$ cat src/rtl/card_dispenser.sv
// Deck sequencer: starts the shuffler, loads a full deck of distinct cards, then serves
// round-robin draw requests from the player and dealer hands through one read port.
module card_dispenser #(
  parameter int unsigned DeckSize = 52,
  parameter int unsigned CardW    = 6
) (
  input  logic             clk_i,
  input  logic             rst_i,
  input  logic             new_deck_i,
  output logic             shuf_start_o,
  input  logic             shuf_valid_i,
  input  logic [CardW-1:0] shuf_card_i,
  output logic             shuf_ready_o,
  input  logic             req_player_i,
  input  logic             req_dealer_i,
  output logic             gnt_player_o,
  output logic             gnt_dealer_o,
  output logic [CardW-1:0] card_o,
  output logic [3:0]       card_value_o,
  output logic [5:0]       remaining_o,
  output logic             deck_ready_o,
  output logic             empty_o,
  output logic             load_err_o
);

  localparam int unsigned PtrW = $clog2(DeckSize + 1);

  typedef enum logic [2:0] {
    StIdle,
    StShufReq,
    StLoad,
    StReady,
    StFetch,
    StGrant
  } state_e;

  state_e                 state_q, state_d;
  logic [2**CardW-1:0]    seen_q, seen_d;
  logic [PtrW-1:0]        wr_ptr_q, wr_ptr_d;
  logic [PtrW-1:0]        rd_ptr_q, rd_ptr_d;
  logic [5:0]             remaining_q, remaining_d;
  logic                   load_err_q, load_err_d;
  // 1 = dealer; reset to dealer so the player wins the first tie
  logic                   last_gnt_q, last_gnt_d;
  logic                   win_q, win_d;
  logic [CardW-1:0]       card_q, card_d;
  logic                   card_vld_q, card_vld_d;
  logic                   deck_we;
  logic                   card_ok;
  logic                   tie_dealer;
  logic [CardW-1:0]       deck_q [DeckSize];
  logic [CardW-1:0]       idx;

  assign card_ok    = (shuf_card_i < CardW'(DeckSize)) && !seen_q[shuf_card_i];
  assign tie_dealer = req_player_i && req_dealer_i ? ~last_gnt_q : req_dealer_i;

  always_comb begin
    state_d     = state_q;
    seen_d      = seen_q;
    wr_ptr_d    = wr_ptr_q;
    rd_ptr_d    = rd_ptr_q;
    remaining_d = remaining_q;
    load_err_d  = load_err_q;
    last_gnt_d  = last_gnt_q;
    win_d       = win_q;
    card_d      = card_q;
    card_vld_d  = card_vld_q;
    deck_we     = 1'b0;
    unique case (state_q)
      StIdle: begin
        if (new_deck_i) state_d = StShufReq;
      end
      StShufReq: begin
        seen_d      = '0;
        wr_ptr_d    = '0;
        remaining_d = '0;
        load_err_d  = 1'b0;
        state_d     = StLoad;
      end
      StLoad: begin
        if (shuf_valid_i) begin
          if (card_ok) begin
            deck_we              = 1'b1;
            seen_d[shuf_card_i]  = 1'b1;
            wr_ptr_d             = wr_ptr_q + 1'b1;
            remaining_d          = remaining_q + 6'd1;
            if (wr_ptr_q == PtrW'(DeckSize - 1)) begin
              rd_ptr_d = '0;
              state_d  = StReady;
            end
          end else begin
            load_err_d = 1'b1;
          end
        end
      end
      StReady: begin
        // a reload request beats any pending draw
        if (new_deck_i) begin
          state_d = StShufReq;
        end else if ((remaining_q != 6'd0) && (req_player_i || req_dealer_i)) begin
          win_d      = tie_dealer;
          last_gnt_d = tie_dealer;
          state_d    = StFetch;
        end
      end
      StFetch: begin
        card_d      = deck_q[rd_ptr_q];
        card_vld_d  = 1'b1;
        rd_ptr_d    = rd_ptr_q + 1'b1;
        remaining_d = remaining_q - 6'd1;
        state_d     = StGrant;
      end
      StGrant: begin
        state_d = StReady;
      end
      default: state_d = StIdle;
    endcase
  end

  always_ff @(posedge clk_i) begin
    if (rst_i) begin
      state_q     <= StIdle;
      seen_q      <= '0;
      wr_ptr_q    <= '0;
      rd_ptr_q    <= '0;
      remaining_q <= '0;
      load_err_q  <= 1'b0;
      last_gnt_q  <= 1'b1;
      win_q       <= 1'b0;
      card_q      <= '0;
      card_vld_q  <= 1'b0;
    end else begin
      state_q     <= state_d;
      seen_q      <= seen_d;
      wr_ptr_q    <= wr_ptr_d;
      rd_ptr_q    <= rd_ptr_d;
      remaining_q <= remaining_d;
      load_err_q  <= load_err_d;
      last_gnt_q  <= last_gnt_d;
      win_q       <= win_d;
      card_q      <= card_d;
      card_vld_q  <= card_vld_d;
    end
  end

  always_ff @(posedge clk_i) begin
    if (deck_we) deck_q[wr_ptr_q] <= shuf_card_i;
  end

  // card_value reads 0 until the first card has been drawn since reset
  assign idx = card_q % CardW'(13);
  always_comb begin
    card_value_o = 4'd0;
    if (card_vld_q) begin
      if (idx == '0)            card_value_o = 4'd1;
      else if (idx >= CardW'(9)) card_value_o = 4'd10;
      else                       card_value_o = 4'(idx + 1'b1);
    end
  end

  assign shuf_start_o = (state_q == StShufReq);
  assign shuf_ready_o = (state_q == StLoad);
  assign gnt_player_o = (state_q == StGrant) && !win_q;
  assign gnt_dealer_o = (state_q == StGrant) && win_q;
  assign card_o       = card_q;
  assign remaining_o  = remaining_q;
  assign deck_ready_o = (state_q == StReady);
  assign empty_o      = (state_q == StReady) && (remaining_q == 6'd0);
  assign load_err_o   = load_err_q;

endmodule

$ cat config.mk
export PLATFORM = sky130hd
export DESIGN_NAME = card_dispenser
export DESIGN_NICKNAME = d
export VERILOG_FILES = /design/src/rtl/card_dispenser.sv
export SDC_FILE = /design/constraint.sdc
export NUM_CORES = 1
export LEC_CHECK = 0
export CORE_UTILIZATION = 60
export CTS_CLUSTER_DIAMETER = 200
export DETAILED_ROUTE_END_ITERATION = 16
export PLACE_DENSITY_LB_ADDON = 0.05
export RECOVER_POWER = 25
export SLEW_MARGIN = 0
export SYNTH_ARGS = -nofsm -noshare
export SYNTH_HDL_FRONTEND = slang
export SYNTH_SLANG_ARGS = --single-unit
$ cat constraint.sdc
create_clock -name clk_i -period 6.45 [get_ports clk_i]
set_input_delay 1.29 -clock clk_i [delete_from_list [all_inputs] [get_ports clk_i]]
set_output_delay 1.29 -clock clk_i [all_outputs]
set_load 0.05 [all_outputs]
# Yosys cells after proc, flatten, opt, wreduce, memory -nomap -nowiden
# Memory sizes are Yosys's and may differ from the RTL's. A register that Yosys moved wholly into a read port is not among the register bits.
# Index checks and enable logic that the tools add are counted.
# totals
ff_bits	89
ram_bits	312
in_bits	12
out_inout_bits	23
word_cells	94
n_memories	1
# classes
n_addsub	5
div	1
magnitude_cmp	4
n_eq_ne	12
mux	36
n_bitwise	3
n_reduce_logical	23
# mem_list
memory	words	word_bits	rd	rd_clocked_by_memory_dff	write_ports	line_no	rtl
deck_q	52	6	1	1	1	51	logic [CardW-1:0] deck_q [DeckSize];
# ops
cell	count
2-to-1 mux 64 bit	2
case mux 64 bit (2 select lines)	1
OR 64 bit	1
2-to-1 mux 6 bit	7
case mux 6 bit (2 select lines)	2
adder 6 x 1 -> 6 bit (second input constant)	3
2-to-1 mux 3 bit	6
case mux 3 bit (6 select lines)	1
case mux 6 bit (3 select lines)	1
zero test 6 bit	2
2-to-1 mux 4 bit	3
AND reduction 3 bit	4
2-to-1 mux 1 bit	10
logical AND 1 bit	7
< comparator 6 x 7 -> 1 bit (second input constant)	1
binary-select mux 1 bit (select 6 bit)	1
demux 1 bit (select 6 bit)	1
equality test 3 x 2 -> 1 bit (second input constant)	2
equality test 3 bit (second input constant)	2
equality test 6 bit (second input constant)	1
greater-or-equal comparator 6 x 1 -> 1 bit (second input constant)	1
greater-or-equal comparator 6 x 4 -> 1 bit (second input constant)	1
< comparator 6 bit (second input constant)	1
modulo 6 x 4 -> 6 bit (second input constant)	1
16 further kinds	22

# Logic depth before layout (Yosys ltp)
# depth
ltp_word	9
depth_mapped	12
depth_no_buf	11

# Worst setup path before layout
# Ideal clock, no wire load.
# synth_path
path_kind	reg2out
from	reg card_q[2], in the netlist card_o[2], read port of deck_q
to	out card_value_o[0]
arrival_time_ns	3.975
required_time_ns	5.160
path_slack_ns	1.185
stages_incl_launch_ff	11
path_buffers	1
path_cell_list	dfxtp_1 > buf_2 > and4b_1 > a21oi_1 > ha_1 > a2bb2oi_1 > nor2_1 > nor3_1 > o31a_1 > o2111ai_1 > a311oi_1
# synth_between
elab_chain_len	5
elab_cells_between_ends	7
classes_between	1 x add/sub; 1 x div; 1 x order compare; 3 x mux; 1 x reduce/logical
# synth_lines
element	line_no	rtl
start, declared	46	logic [CardW-1:0] card_q, card_d;
modulo 6 x 4 -> 6 bit *	151	assign idx = card_q % CardW'(13);
greater-or-equal comparator 6 x 4 -> 1 bit / adder 4 x 1 -> 4 bit (equally long branches)	156, 157	
2-to-1 mux 4 bit	156	else if (idx >= CardW'(9)) card_value_o = 4'd10;
2-to-1 mux 4 bit *	155	if (idx == '0) card_value_o = 4'd1;
2-to-1 mux 4 bit *	154	if (card_vld_q) begin
end, declared	19	output logic [3:0] card_value_o,
# Mark *: on every way between the ends. The rest lies on a longest branch, timed or not.

# Final worst setup path
# Ends and elaborated chain as after synthesis.

==> metrics.txt <==
# TYPE chip_impl_metric gauge
chip_impl_info{name="outcome",value="complete, but fails checks"} 1
chip_impl_info{name="failed_checks",value="capacitance limit, slew limit"} 1
chip_impl_metric{name="async_reset_ff_frac",unit=""} 0
chip_impl_metric{name="numPortBuffers",unit=""} 34
chip_impl_metric{name="crit_path_max_fanout",unit=""} 12
chip_impl_metric{name="holdWs",unit="ns"} 0.447
chip_impl_metric{name="synth_area_in_adders",unit=""} 0.00769
chip_impl_metric{name="finalClockSkew",unit="ns"} 0.0185
chip_impl_metric{name="first_global_vias",unit=""} 9298
chip_impl_metric{name="route.vias.total",unit=""} 9636
chip_impl_metric{name="layout-drive-gt1-share",unit=""} 0.191
chip_impl_info{name="tritoncts_clock_tree",value="yes"} 1
chip_impl_metric{name="post_dp_cell_area",unit="um2"} 17500
chip_impl_metric{name="finalMaxSlewViolations",unit=""} 256
chip_impl_metric{name="insertedDiodeCount",unit=""} 0
chip_impl_metric{name="post-route-util",unit=""} 0.674
chip_impl_metric{name="cts-resized-gates",unit=""} 0
chip_impl_metric{name="hold_viol_final",unit=""} 0
chip_impl_metric{name="flop2flop_setup_slack",unit="ns"} 2.46
chip_impl_info{name="synthMostInstantiatedCell",value="sky130_fd_sc_hd__edfxtp_1"} 1
chip_impl_metric{name="period_needed",unit="ns"} 5.64
chip_impl_metric{name="mean_routed_wirelength_per_cell",unit="um"} 24.1
chip_impl_metric{name="drt_first_pass_iters",unit=""} 5
chip_impl_info{name="worstSetupPathType",value="register to primary output"} 1
chip_impl_metric{name="first_iter_violations",unit=""} 974
chip_impl_metric{name="max_cap_violations",unit=""} 6
chip_impl_metric{name="place.detailed.hpwl",unit="um"} 22700
chip_impl_metric{name="design_power_total",unit="mW"} 5.19
chip_impl_metric{name="initial_utilization",unit=""} 0.609
chip_impl_info{name="clk_root_buffer_cell",value="sky130_fd_sc_hd__clkbuf_16"} 1
chip_impl_metric{name="finalWirelength",unit="um"} 36700
chip_impl_info{name="hold_path.startpoint",value="seen_q[35]$_SDFFE_PP0P_"} 1
chip_impl_info{name="synth_top_family_by_area",value="multiplexers"} 1
chip_impl_metric{name="worstPathArrival",unit="ns"} 4.35
chip_impl_metric{name="worst-endpoint-required",unit="ns"} 5.16
chip_impl_metric{name="post_synth_xor_area_fraction",unit=""} 0.00259
chip_impl_metric{name="r2r_cells",unit=""} 12
chip_impl_metric{name="synth_net_count",unit=""} 1122
chip_impl_metric{name="worst_margin_pin_slew",unit="ns"} 2.69
chip_impl_metric{name="synth-edff-count",unit=""} 312
chip_impl_metric{name="syn-cell-area",unit="um2"} 16900
chip_impl_metric{name="chipHeight",unit="um"} 170
chip_impl_metric{name="p_leak",unit="nW"} 5.82
chip_impl_info{name="timing.hold.worst.class",value="register to register"} 1
chip_impl_metric{name="holdPathStages",unit=""} 2
chip_impl_metric{name="timing.fmax",unit="GHz"} 0.177
chip_impl_metric{name="syn_avg_cell_area",unit="um2"} 15.4
chip_impl_metric{name="yosys.area.top_type_share",unit=""} 0.554
chip_impl_metric{name="tritoncts.num_buffers",unit=""} 40
chip_impl_info{name="synth_common_cells",value="312 x sky130_fd_sc_hd__edfxtp_1, 105 x sky130_fd_sc_hd__mux4_2, 98 x sky130_fd_sc_hd__nor2_1, 86 x sky130_fd_sc_hd__nand2_1, 84 x sky130_fd_sc_hd__dfxtp_1"} 1
chip_impl_metric{name="pnr_worst_setup_slack",unit="ns"} 0.808
chip_impl_metric{name="grt_pass1_wl",unit="um"} 56500
chip_impl_info{name="rsz_0062_raised_after_global_routing",value="no"} 1
chip_impl_metric{name="ant_nets",unit=""} 0
chip_impl_metric{name="final_min_period_over_clock_period",unit=""} 0.875
chip_impl_metric{name="clock_tree.htree_level_count",unit=""} 2
chip_impl_metric{name="number_of_hold_buffers_added_after_cts",unit=""} 0
chip_impl_metric{name="flow.area_growth_from_synthesis",unit="%"} 10.5
chip_impl_metric{name="final-setup-viol-count",unit=""} 0
chip_impl_metric{name="compound_cell_area_share_of_the_yosys_netlist",unit=""} 0.0637
chip_impl_metric{name="drt_drc_violations_left",unit=""} 0
chip_impl_metric{name="placement.setup.worst_slack",unit="ns"} 1.29
chip_impl_metric{name="cts.clk_slew.worst_paths",unit="ns"} 0.06
chip_impl_metric{name="gr-usage-all-layers",unit=""} 0.265
chip_impl_info{name="setup.worst_path.end_class",value="primary output"} 1
chip_impl_metric{name="io_pins",unit=""} 35
chip_impl_metric{name="cells_after_synth",unit=""} 1101
chip_impl_info{name="r2r_end",value="remaining_o[5]$_SDFFE_PP0P_"} 1
chip_impl_info{name="synth_ff_type",value="sky130_fd_sc_hd__edfxtp_1"} 1
chip_impl_metric{name="vdd_drop_max",unit="mV"} 0.219
chip_impl_metric{name="layout.cells.non_filler",unit=""} 1522
chip_impl_metric{name="fin_setup_tns",unit="ns"} 0
chip_impl_info{name="synth_top_cell_by_area",value="sky130_fd_sc_hd__edfxtp_1"} 1
chip_impl_info{name="timing.hold.worst_endpoint",value="seen_q[35]$_SDFFE_PP0P_"} 1
chip_impl_metric{name="synth_warnings",unit=""} 0
chip_impl_metric{name="aggregate_global_routing_overflow",unit=""} 0
chip_impl_metric{name="post-cts-setup-buffers",unit=""} 0
chip_impl_metric{name="synth_cell_types",unit=""} 84
chip_impl_info{name="worst_r2r_startpoint",value="state_q[1]$_SDFFE_PP0P_"} 1
chip_impl_metric{name="floorplan.rows",unit=""} 61
chip_impl_metric{name="vias_per_cell",unit=""} 6.33
chip_impl_metric{name="globalplace.congestion",unit=""} 0.816
chip_impl_metric{name="worstSkewPairLatency",unit="ns"} 0.54
chip_impl_metric{name="ys_seq_elements",unit=""} 396
chip_impl_metric{name="slew_headroom",unit=""} -0.796
chip_impl_metric{name="core_region_area",unit="um2"} 27800
chip_impl_metric{name="cts.sinks",unit=""} 396
chip_impl_metric{name="die_w",unit="um"} 170
chip_impl_metric{name="nNetsFinal",unit=""} 1133
chip_impl_metric{name="powerDensity",unit="nW/um2"} 278
chip_impl_metric{name="dp.cells",unit=""} 1448
chip_impl_metric{name="seq_total_area_yosys",unit=""} 0.653
chip_impl_info{name="synth_area_leaders",value="sky130_fd_sc_hd__edfxtp_1 55%, sky130_fd_sc_hd__mux4_2 14%, sky130_fd_sc_hd__dfxtp_1 9.9%"} 1
chip_impl_metric{name="grt_start_max_net_pins",unit=""} 62
chip_impl_metric{name="clock_path_buffers",unit=""} 3
chip_impl_info{name="start_kind",value="register"} 1
chip_impl_metric{name="antenna_found_initial",unit=""} 3
chip_impl_metric{name="synth_mux_area_frac",unit=""} 0.157
chip_impl_metric{name="fin_area",unit="um2"} 18700
chip_impl_metric{name="yosys.area_share.simple",unit=""} 0.0911
chip_impl_metric{name="die-area",unit="um2"} 28900
power by group:
part           total [mW]  switching, mW  internal [mW]  leakage, nW
combinational       0.161          0.123         0.0387         1.70
sequential           2.76        0.00810           2.75         3.48
clock                2.27          0.972           1.30        0.641
total                5.19           1.10           4.09         5.82
layer usage:
layer / track usage / up-vias / part of all wire
li1: - / 4343 / -
met1: 0.389 / 4878 / 0.44
met2: 0.417 / 353 / 0.47
met3: 0.0453 / 58 / 0.067
met4: 0.0635 / 4 / 0.020
met5: 0 / - / 0.00068
cell type report:
| cell class | count | area [um2] |
|---|---|---|
| Fill cell | 2011 | 9070 |
| Timing Repair Buffer | 49 | 393 |
| Clock buffer | 46 | 1040 |
| Inverter | 12 | 45.0 |
| Tap cell | 378 | 473 |
| Clock inverter | 28 | 241 |
| Multi-Input combinational cell | 613 | 5460 |
| Sequential cell | 396 | 11100 |
how the worst max path moves through the flow:
stage	from	end	depth (start not counted)
after CTS	card_o[2]$_SDFFE_PP0P_	card_value_o[0]	10
final	card_o[2]$_SDFFE_PP0P_	card_value_o[0]	10
after global routing	shuf_card_i[0]	deck_q[2][1]$_DFFE_PP_	8
after floorplan	card_o[2]$_SDFFE_PP0P_	card_value_o[0]	10
after global placement	shuf_card_i[0]	deck_q[17][4]$_DFFE_PP_	8
after detailed placement	shuf_card_i[0]	deck_q[44][4]$_DFFE_PP_	8
state kept, by name, indices dropped and copies added (netlist names):
register     cells
card_o           6
deck_q         312
state_q          3
card_vld_q       1
win_q            1
last_gnt_q       1
load_err_o       1
rd_ptr_q         6
wr_ptr_q         6
remaining_o      6
seen_q          53
worst max-delay path: stages, from the launching register on:
cell and delay (ns):
sky130_fd_sc_hd__dfxtp_1 0.51, sky130_fd_sc_hd__and4b_1 0.23, sky130_fd_sc_hd__a21oi_1 0.24, sky130_fd_sc_hd__ha_1 0.27, sky130_fd_sc_hd__a2bb2oi_1 0.49, sky130_fd_sc_hd__nor2_1 0.19, sky130_fd_sc_hd__nor3_1 0.38, sky130_fd_sc_hd__o31a_1 0.23
sky130_fd_sc_hd__o2111ai_1 0.14, sky130_fd_sc_hd__a311oi_1 0.29, sky130_fd_sc_hd__clkdlybuf4s50_1 0.85
cells by family (layout without fill, tap and decap cells):
family	count (synthesis)	count (layout)
flip-flops	396	396
AO/OA/AOI/OAI	157	157
multiplexers	132	132
XOR/XNOR	5	5
AND/OR/NAND/NOR	309	309
adder cells (fa/ha/maj)	10	10
buffers and inverters	92	135
cell usage in the layout, fill, tap and decap left out, drive strengths merged, types with 4 or more instances in the layout:
cell type	instances
a211o	4
a21boi	5
a21o	7
a21oi	51
a2bb2oi	4
a32oi	21
and2	7
and3	5
buf	12
clkbuf	56
clkdlybuf4s50	27
clkinv	21
dfxtp	84
edfxtp	312
ha	8
inv	15
mux2	8
mux2i	18
mux4	106
nand2	86
nand2b	8
nand3	36
nand3b	20
nor2	106
nor2b	6
nor3	8
o211ai	6
o21ai	30
or3b	5
(Power assumes the default switching activity.)
